## src/rtl/uart_hex_loader_if.sv

```systemverilog
// Bus bundle for uart_hex_loader: received byte stream in, program-memory write port out,
// and the echo byte stream toward uart_tx.
interface uart_hex_loader_if #(
  parameter int ADDR_W = 14
);
  logic [7:0]        rx_data;
  logic              rx_valid;
  logic              mem_we;
  logic [ADDR_W-1:0] mem_addr;
  logic [31:0]       mem_wdata;
  logic [7:0]        tx_data;
  logic              tx_valid;
  logic              tx_ready;

  modport master (
    output rx_data, rx_valid, tx_ready,
    input  mem_we, mem_addr, mem_wdata, tx_data, tx_valid
  );

  modport slave (
    input  rx_data, rx_valid, tx_ready,
    output mem_we, mem_addr, mem_wdata, tx_data, tx_valid
  );
endinterface

```

## src/rtl/uart_hex_loader.sv

```systemverilog
// Parses ASCII hex text from uart_rx into 32-bit program-memory writes and holds the core in
// reset until an idle timeout ends loading. Optional byte echo enabled by `define LOADER_ECHO_EN.
//
// state | meaning
// WAIT  | no word written yet, collecting a data token
// DATA  | at least one word written, collecting a data token
// ADDR  | after '@', collecting an address token
// SKIP  | after a malformed token, discarding up to the next separator
// DONE  | idle timeout reached, parser frozen until reset
module uart_hex_loader #(
  parameter int ADDR_W      = 14,
  parameter int TIMEOUT_CYC = 1_000_000
) (
  input  logic               clk,
  input  logic               resetb,
  uart_hex_loader_if.slave   bus,
  output logic               cpu_hold,
  output logic               load_done,
  output logic [15:0]        word_cnt,
  output logic [7:0]         err_cnt,
  output logic               echo_ovf
);
  localparam int TMR_W = $clog2(TIMEOUT_CYC + 1);
  localparam logic [TMR_W-1:0] TMR_LOAD = TMR_W'(TIMEOUT_CYC);

  localparam logic [2:0] ST_WAIT = 3'd0;
  localparam logic [2:0] ST_DATA = 3'd1;
  localparam logic [2:0] ST_ADDR = 3'd2;
  localparam logic [2:0] ST_SKIP = 3'd3;
  localparam logic [2:0] ST_DONE = 3'd4;

  logic [2:0]        state_q, state_d;
  logic [ADDR_W-1:0] addr_q, addr_d;
  logic [31:0]       acc_q, acc_d;
  logic [3:0]        ndig_q, ndig_d;
  logic [15:0]       word_cnt_q, word_cnt_d;
  logic [7:0]        err_cnt_q, err_cnt_d;
  logic [TMR_W-1:0]  tmr_q, tmr_d;
  logic              mem_we_q, mem_we_d;
  logic [ADDR_W-1:0] mem_addr_q, mem_addr_d;
  logic [31:0]       mem_wdata_q, mem_wdata_d;
  logic              cpu_hold_q, load_done_q;

  logic       is_hex, is_sep, is_at;
  logic [3:0] nibble;

  always_comb begin
    is_hex = 1'b0;
    nibble = 4'h0;
    if (bus.rx_data >= 8'h30 && bus.rx_data <= 8'h39) begin
      is_hex = 1'b1;
      nibble = bus.rx_data[3:0];
    end else if ((bus.rx_data >= 8'h61 && bus.rx_data <= 8'h66) ||
                 (bus.rx_data >= 8'h41 && bus.rx_data <= 8'h46)) begin
      is_hex = 1'b1;
      nibble = bus.rx_data[3:0] + 4'd9;
    end
    is_sep = (bus.rx_data == 8'h20) || (bus.rx_data == 8'h09) ||
             (bus.rx_data == 8'h0D) || (bus.rx_data == 8'h0A);
    is_at  = (bus.rx_data == 8'h40);
  end

  logic       have_word, wr, err_inc;
  logic [2:0] back_st;

  always_comb begin
    state_d     = state_q;
    addr_d      = addr_q;
    acc_d       = acc_q;
    ndig_d      = ndig_q;
    word_cnt_d  = word_cnt_q;
    err_cnt_d   = err_cnt_q;
    tmr_d       = tmr_q;
    mem_we_d    = 1'b0;
    mem_addr_d  = mem_addr_q;
    mem_wdata_d = mem_wdata_q;
    wr          = 1'b0;
    err_inc     = 1'b0;
    have_word   = (word_cnt_q != 16'd0);
    back_st     = have_word ? ST_DATA : ST_WAIT;

    if (state_q != ST_DONE) begin
      if (bus.rx_valid) begin
        tmr_d = TMR_LOAD;
        if (is_sep) begin
          acc_d  = 32'd0;
          ndig_d = 4'd0;
          case (state_q)
            ST_WAIT, ST_DATA: begin
              if (ndig_q == 4'd8)      wr = 1'b1;
              else if (ndig_q != 4'd0) err_inc = 1'b1;
            end
            ST_ADDR: begin
              if (ndig_q != 4'd0 && ndig_q <= 4'd8) addr_d = acc_q[ADDR_W-1:0];
              else                                  err_inc = 1'b1;
              state_d = back_st;
            end
            default: state_d = back_st;
          endcase
        end else if (state_q != ST_SKIP) begin
          if (is_hex) begin
            acc_d = {acc_q[27:0], nibble};
            if (ndig_q != 4'd9) ndig_d = ndig_q + 4'd1;
          end else if (is_at && ndig_q == 4'd0) begin
            state_d = ST_ADDR;
          end else begin
            err_inc = 1'b1;
            state_d = ST_SKIP;
            acc_d   = 32'd0;
            ndig_d  = 4'd0;
          end
        end
      end else if (have_word) begin
        // Terminal count on the idle down-counter; any partial token is dropped.
        if (tmr_q == TMR_W'(1)) begin
          state_d = ST_DONE;
          acc_d   = 32'd0;
          ndig_d  = 4'd0;
        end
        if (tmr_q != '0) tmr_d = tmr_q - TMR_W'(1);
      end
    end

    if (wr) begin
      mem_we_d    = 1'b1;
      mem_addr_d  = addr_q;
      mem_wdata_d = acc_q;
      addr_d      = addr_q + 1'b1;
      state_d     = ST_DATA;
      if (word_cnt_q != 16'hFFFF) word_cnt_d = word_cnt_q + 16'd1;
    end
    if (err_inc && err_cnt_q != 8'hFF) err_cnt_d = err_cnt_q + 8'd1;
  end

  always_ff @(posedge clk or negedge resetb) begin
    if (!resetb) begin
      state_q     <= ST_WAIT;
      addr_q      <= '0;
      acc_q       <= 32'd0;
      ndig_q      <= 4'd0;
      word_cnt_q  <= 16'd0;
      err_cnt_q   <= 8'd0;
      tmr_q       <= '0;
      mem_we_q    <= 1'b0;
      mem_addr_q  <= '0;
      mem_wdata_q <= 32'd0;
      cpu_hold_q  <= 1'b1;
      load_done_q <= 1'b0;
    end else begin
      state_q     <= state_d;
      addr_q      <= addr_d;
      acc_q       <= acc_d;
      ndig_q      <= ndig_d;
      word_cnt_q  <= word_cnt_d;
      err_cnt_q   <= err_cnt_d;
      tmr_q       <= tmr_d;
      mem_we_q    <= mem_we_d;
      mem_addr_q  <= mem_addr_d;
      mem_wdata_q <= mem_wdata_d;
      cpu_hold_q  <= (state_q != ST_DONE);
      load_done_q <= (state_q == ST_DONE);
    end
  end

  assign bus.mem_we    = mem_we_q;
  assign bus.mem_addr  = mem_addr_q;
  assign bus.mem_wdata = mem_wdata_q;
  assign cpu_hold      = cpu_hold_q;
  assign load_done     = load_done_q;
  assign word_cnt      = word_cnt_q;
  assign err_cnt       = err_cnt_q;

`ifdef LOADER_ECHO_EN
  logic [7:0] tx_data_q;
  logic       tx_valid_q, echo_ovf_q;

  always_ff @(posedge clk or negedge resetb) begin
    if (!resetb) begin
      tx_data_q  <= 8'd0;
      tx_valid_q <= 1'b0;
      echo_ovf_q <= 1'b0;
    end else begin
      tx_valid_q <= bus.rx_valid & bus.tx_ready;
      if (bus.rx_valid & bus.tx_ready)  tx_data_q  <= bus.rx_data;
      if (bus.rx_valid & ~bus.tx_ready) echo_ovf_q <= 1'b1;
    end
  end

  assign bus.tx_data  = tx_data_q;
  assign bus.tx_valid = tx_valid_q;
  assign echo_ovf     = echo_ovf_q;
`else
  logic unused_tx_ready;
  assign unused_tx_ready = bus.tx_ready;
  assign bus.tx_data     = 8'd0;
  assign bus.tx_valid    = 1'b0;
  assign echo_ovf        = 1'b0;
`endif
endmodule
```

## src/flat_wrapper.sv

```systemverilog
// flat-port wrapper written by rule: the top's interface ports become plain ports
module uart_hex_loader_flat 
#(
  parameter int ADDR_W      = 14,
  parameter int TIMEOUT_CYC = 1_000_000
)
  (clk, resetb, cpu_hold, load_done, word_cnt, err_cnt, echo_ovf, bus_rx_data, bus_rx_valid, bus_tx_ready, bus_mem_we, bus_mem_addr, bus_mem_wdata, bus_tx_data, bus_tx_valid);
  uart_hex_loader_if #(.ADDR_W(ADDR_W)) bus_i ();
  input  logic clk;
  input  logic resetb;
  output logic cpu_hold;
  output logic load_done;
  output logic [15:0] word_cnt;
  output logic [7:0] err_cnt;
  output logic echo_ovf;
  input wire logic [$bits(bus_i.rx_data)-1:0] bus_rx_data;
  input wire logic [$bits(bus_i.rx_valid)-1:0] bus_rx_valid;
  input wire logic [$bits(bus_i.tx_ready)-1:0] bus_tx_ready;
  output wire logic [$bits(bus_i.mem_we)-1:0] bus_mem_we;
  output wire logic [$bits(bus_i.mem_addr)-1:0] bus_mem_addr;
  output wire logic [$bits(bus_i.mem_wdata)-1:0] bus_mem_wdata;
  output wire logic [$bits(bus_i.tx_data)-1:0] bus_tx_data;
  output wire logic [$bits(bus_i.tx_valid)-1:0] bus_tx_valid;
  assign bus_i.rx_data = bus_rx_data;
  assign bus_i.rx_valid = bus_rx_valid;
  assign bus_i.tx_ready = bus_tx_ready;
  assign bus_mem_we = bus_i.mem_we;
  assign bus_mem_addr = bus_i.mem_addr;
  assign bus_mem_wdata = bus_i.mem_wdata;
  assign bus_tx_data = bus_i.tx_data;
  assign bus_tx_valid = bus_i.tx_valid;
  uart_hex_loader #(.ADDR_W(ADDR_W), .TIMEOUT_CYC(TIMEOUT_CYC)) u_core (.clk(clk), .resetb(resetb), .bus(bus_i), .cpu_hold(cpu_hold), .load_done(load_done), .word_cnt(word_cnt), .err_cnt(err_cnt), .echo_ovf(echo_ovf));
endmodule
```

## config.mk

```make
export PLATFORM = sky130hd
export DESIGN_NAME = uart_hex_loader_flat
export DESIGN_NICKNAME = d
export VERILOG_FILES = /design/src/rtl/uart_hex_loader_if.sv /design/src/rtl/uart_hex_loader.sv /design/src/flat_wrapper.sv
export SDC_FILE = /design/constraint.sdc
export NUM_CORES = 1
export LEC_CHECK = 0
export BUFFER_PORTS_ARGS = -buffer_cell sky130_fd_sc_hd__clkbuf_2
export CORE_ASPECT_RATIO = 1.75
export CORE_MARGIN = 8
export CORE_UTILIZATION = 58
export DETAILED_ROUTE_END_ITERATION = 6
export PLACE_DENSITY = 0.8
export REMOVE_ABC_BUFFERS = 1
export SETUP_SLACK_MARGIN = 0.5
export SLEW_MARGIN = 20
export SYNTH_ARGS = -nofsm -noshare
export SYNTH_HDL_FRONTEND = slang
export SYNTH_SLANG_ARGS = --single-unit
export TNS_END_PERCENT = 5
```

## constraint.sdc

```tcl
create_clock -name clk -period 2.9 [get_ports clk]
set_clock_uncertainty 0.1 [all_clocks]
set_input_delay 0.145 -clock clk [delete_from_list [all_inputs] [get_ports clk]]
set_output_delay 0.145 -clock clk [all_outputs]
set_load 0.02 [all_outputs]
```

==> impl_metrics.json <==
{
  "drtIter0Drc": 367,
  "yosys_warnings": 0,
  "cts_num_sinks": 146,
  "p_leak_nw": 4.011,
  "finalCritPeriodShare": 0.8587,
  "ir_drop_mv": 0.4729,
  "grt-ovfl-total": 0,
  "nets": 869,
  "rows": 53,
  "final_util": 0.6933,
  "synthArstFlopShare": 1.000,
  "start_util": 0.5881,
  "grt_pass1_vias": 5736,
  "synthToLayoutAreaGrowth_pct": 17.89,
  "pin_count": 95,
  "die_x_um": 98.93,
  "place_ws_ns": 0.3106,
  "start_kind": "flip-flop",
  "grt_max_degree": 73,
  "avgViaCountPerCell": 5.786,
  "cts_buffer_depth": 2,
  "yosys.cell_count.top_type": "nand2_1",
  "synth_common_cells": "225 x nand2_1, 145 x dfrtp_1, 49 x o21ai_0, 35 x nor2_1, 32 x nand3_1",
  "numPortBuffers": 83,
  "track_usage": 0.2049,
  "synth.top_cell.area_share": 0.5198,
  "clkTransAtPathRegs_ns": 0.06,
  "power.density_cell_area_mw_per_mm2": 618.6,
  "dp_cells": 953,
  "drtPass1Iterations": 5,
  "gp_congestion": 0.8389,
  "rr_worst_depth": 7,
  "syn_avg_cell_area_um2": 9.283,
  "tightest_slew_ns": 0.6655,
  "netlist_top_cells_area": "dfrtp_1 52%, nand2_1 12%, o21ai_0 3.5%",
  "numCtsBuffers": 17,
  "min_path_cells": 3,
  "fin_ws_ns": 0.4097,
  "worstPathArrival_ns": 2.75,
  "drive_gt1_frac": 0.1867,
  "drt_wl_total_um": 16120,
  "netlist_area_mm2": 0.006980,
  "worstSkewPairLatency_ns": 0.42,
  "synth_ff_type": "dfrtp_1",
  "ys_ff_latch": 146,
  "syn_inst": 752,
  "seq_area_frac_synth": 0.5236,
  "fin_crit_ns": 2.490,
  "path_class": "flip-flop to flip-flop",
  "maxSlewViolCount": 0,
  "fin_cells": 994,
  "num-fill-cells": 922,
  "hold_path_class": "input pin to flip-flop",
  "synth_top_area_cell": "dfrtp_1",
  "synth_edf_count": 0,
  "synth_top_family_by_area": "simple AND/OR/NAND/NOR gates",
  "setup_viol": 0,
  "synth_fa_ha_area_frac": 0.02330,
  "cts_tree": "done",
  "drc": 0,
  "critPathCaptureType": "flip-flop",
  "multi_input_area_mm2": 0.003108,
  "n_antenna_cell": 0,
  "worstPathMaxFanout": 6,
  "wl_per_cell_um": 16.21,
  "reg2reg_to": "u_core.tmr_q[16]",
  "ant_nets": 0,
  "slew_headroom": 0.5547,
  "required_ns": 3.16,
  "hold_start": "bus_rx_data[2]",
  "yosysUniqueCellTypes": 63,
  "synth_simple_gate_area_frac": 0.2477,
  "htreeDepth": 4,
  "regArea_mm2": 0.003655,
  "rsz0062_at_grt": "yes",
  "grt_pass1_wl_um": 26880,
  "fmax_mhz": 401.6,
  "synth_compound_area_frac": 0.1158,
  "die_h_um": 161.1,
  "r2r-start": "u_core.tmr_q[4]",
  "via_count": 5751,
  "place_hpwl_um": 10820,
  "synthMuxAreaShare": 0.009321,
  "clockRootBuffer": "clkbuf_16",
  "drv_cap": 0,
  "die_area_mm2": 0.01594,
  "hold_viol": 0,
  "r2r_setup_slack_ns": 0.41,
  "core_mm2": 0.01187,
  "outcome": "finished clean",
  "worst_hold_path.endpoint": "u_core.acc_q[2]",
  "antenna_found_initial": 0,
  "synthXorXnorAreaFrac": 0.03890
}
-- worst max path at each step --
stage	slack, ns	startpoint	cells past startpoint	end
after floorplan	-0.58	bus_rx_data[0]	8	u_core.addr_q[12]
after global placement	0.39	bus_rx_data[0]	11	u_core.addr_q[10]
after CTS	0.43	u_core.word_cnt[0]	8	u_core.tmr_q[13]
after global routing	0.34	u_core.tmr_q[5]	6	u_core.tmr_q[14]
after detailed placement	0.31	bus_rx_data[0]	10	u_core.bus.mem_addr[12]
final	0.41	u_core.tmr_q[4]	7	u_core.tmr_q[16]
-- state kept, by name (all words and copies together), names as in the netlist --
signal / cells
u_core.cpu_hold: 1
u_core.bus.mem_wdata: 32
u_core.bus.mem_we: 1
u_core.bus.mem_addr: 14
u_core.acc_q: 32
u_core.tmr_q: 20
u_core.state_q: 3
u_core.word_cnt: 16
u_core.load_done: 1
u_core.err_cnt: 8
u_core.ndig_q: 4
u_core.addr_q: 14
-- layout make-up --
class | instances | share of cell area
flip-flops and latches | 146 | 0.4441
clock buffers | 17 | 0.05170
well taps | 137 | 0.02083
multi-input cells | 559 | 0.3777
inverters | 15 | 0.006842
repair buffers | 105 | 0.08119
clock inverters | 15 | 0.01764
-- metal layers --
metal / vias up / wire length (um) / GRT usage
li1: 2738 / - / -
met1: 2813 / 6407 / 0.2305
met2: 171 / 8527 / 0.3607
met3: 29 / 797 / 0.05259
met4: 0 / 383 / 0.07660
met5: - / 0 / 0
-- logic make-up (layout without fill, tap and decap cells) --
group,count (synthesis),after routing
AOI/OAI and AO/OA,121,121
xor gates and xnor gates,31,31
adders and majority gates,13,13
buffers and inverters,56,152
DFF,146,146
muxes,6,6
other,1,10
and+or+nand+nor,378,378
-- placed cells by master (no fill, tap or decap), drive strengths merged, types with 4 or more instances in the layout --
| cell | n |
|---|---|
| o31ai | 9 |
| inv | 23 |
| clkbuf | 100 |
| nor2b | 7 |
| nor4 | 6 |
| nand4 | 11 |
| clkinv | 5 |
| buf | 21 |
| and3 | 11 |
| o21ai | 51 |
| o22a | 4 |
| a31oi | 5 |
| o211ai | 4 |
| or3 | 5 |
| and2 | 4 |
| a2bb2oi | 7 |
| or4 | 9 |
| nand2 | 225 |
| nor3 | 13 |
| mux2 | 4 |
| and4 | 4 |
| xnor2 | 27 |
| conb | 10 |
| ha | 13 |
| nand3 | 32 |
| a21oi | 18 |
| xor2 | 4 |
| nor2 | 35 |
| dfrtp | 145 |
-- stage by stage --
| stage | hold slack [ns] | power (mW) | setup TNS (ns) | instance area, um^2 |
|---|---|---|---|---|
| final | 0.05137 | 5.090 | 0 | 8229 |
| after global routing | 0.06030 | 5.306 | 0 | 8229 |
| after CTS | 0.03526 | 5.090 | 0 | 8110 |
| after detailed placement | 0.07468 | 2.992 | 0 | 7513 |
| after global placement | 0.07159 | 2.943 | 0 | 7513 |
| after floorplan | -0.2506 | 2.732 | -21.03 | 6785 |
-- power by group --
part / leakage (nW) / total (mW) / switching (mW) / internal (mW)
Clock: 0.275 / 2.10 / 0.959 / 1.14
Sequential: 1.97 / 2.28 / 0.131 / 2.14
Combinational: 1.77 / 0.720 / 0.442 / 0.278
-- worst max-delay path, stage by stage, from the launching register on --
cell,delay (ns)
dfrtp_1,0.43
or4_4,0.53
nor3b_4,0.27
buf_6,0.16
nand4_1,0.23
buf_4,0.24
or3_1,0.36
nand3_1,0.10
-- repair_timing --
action / CTS / global route
buffers inserted: 1 / 6
hold endpoints to repair: 62 / 0
endpoints found under the setup margin: 51 / 57
gates resized for setup: 3 / 11
hold buffers: 1 / 0
pin swaps: 1 / 6
cloned: 0 / 1
Note: power is estimated with default switching activity, not from simulation.
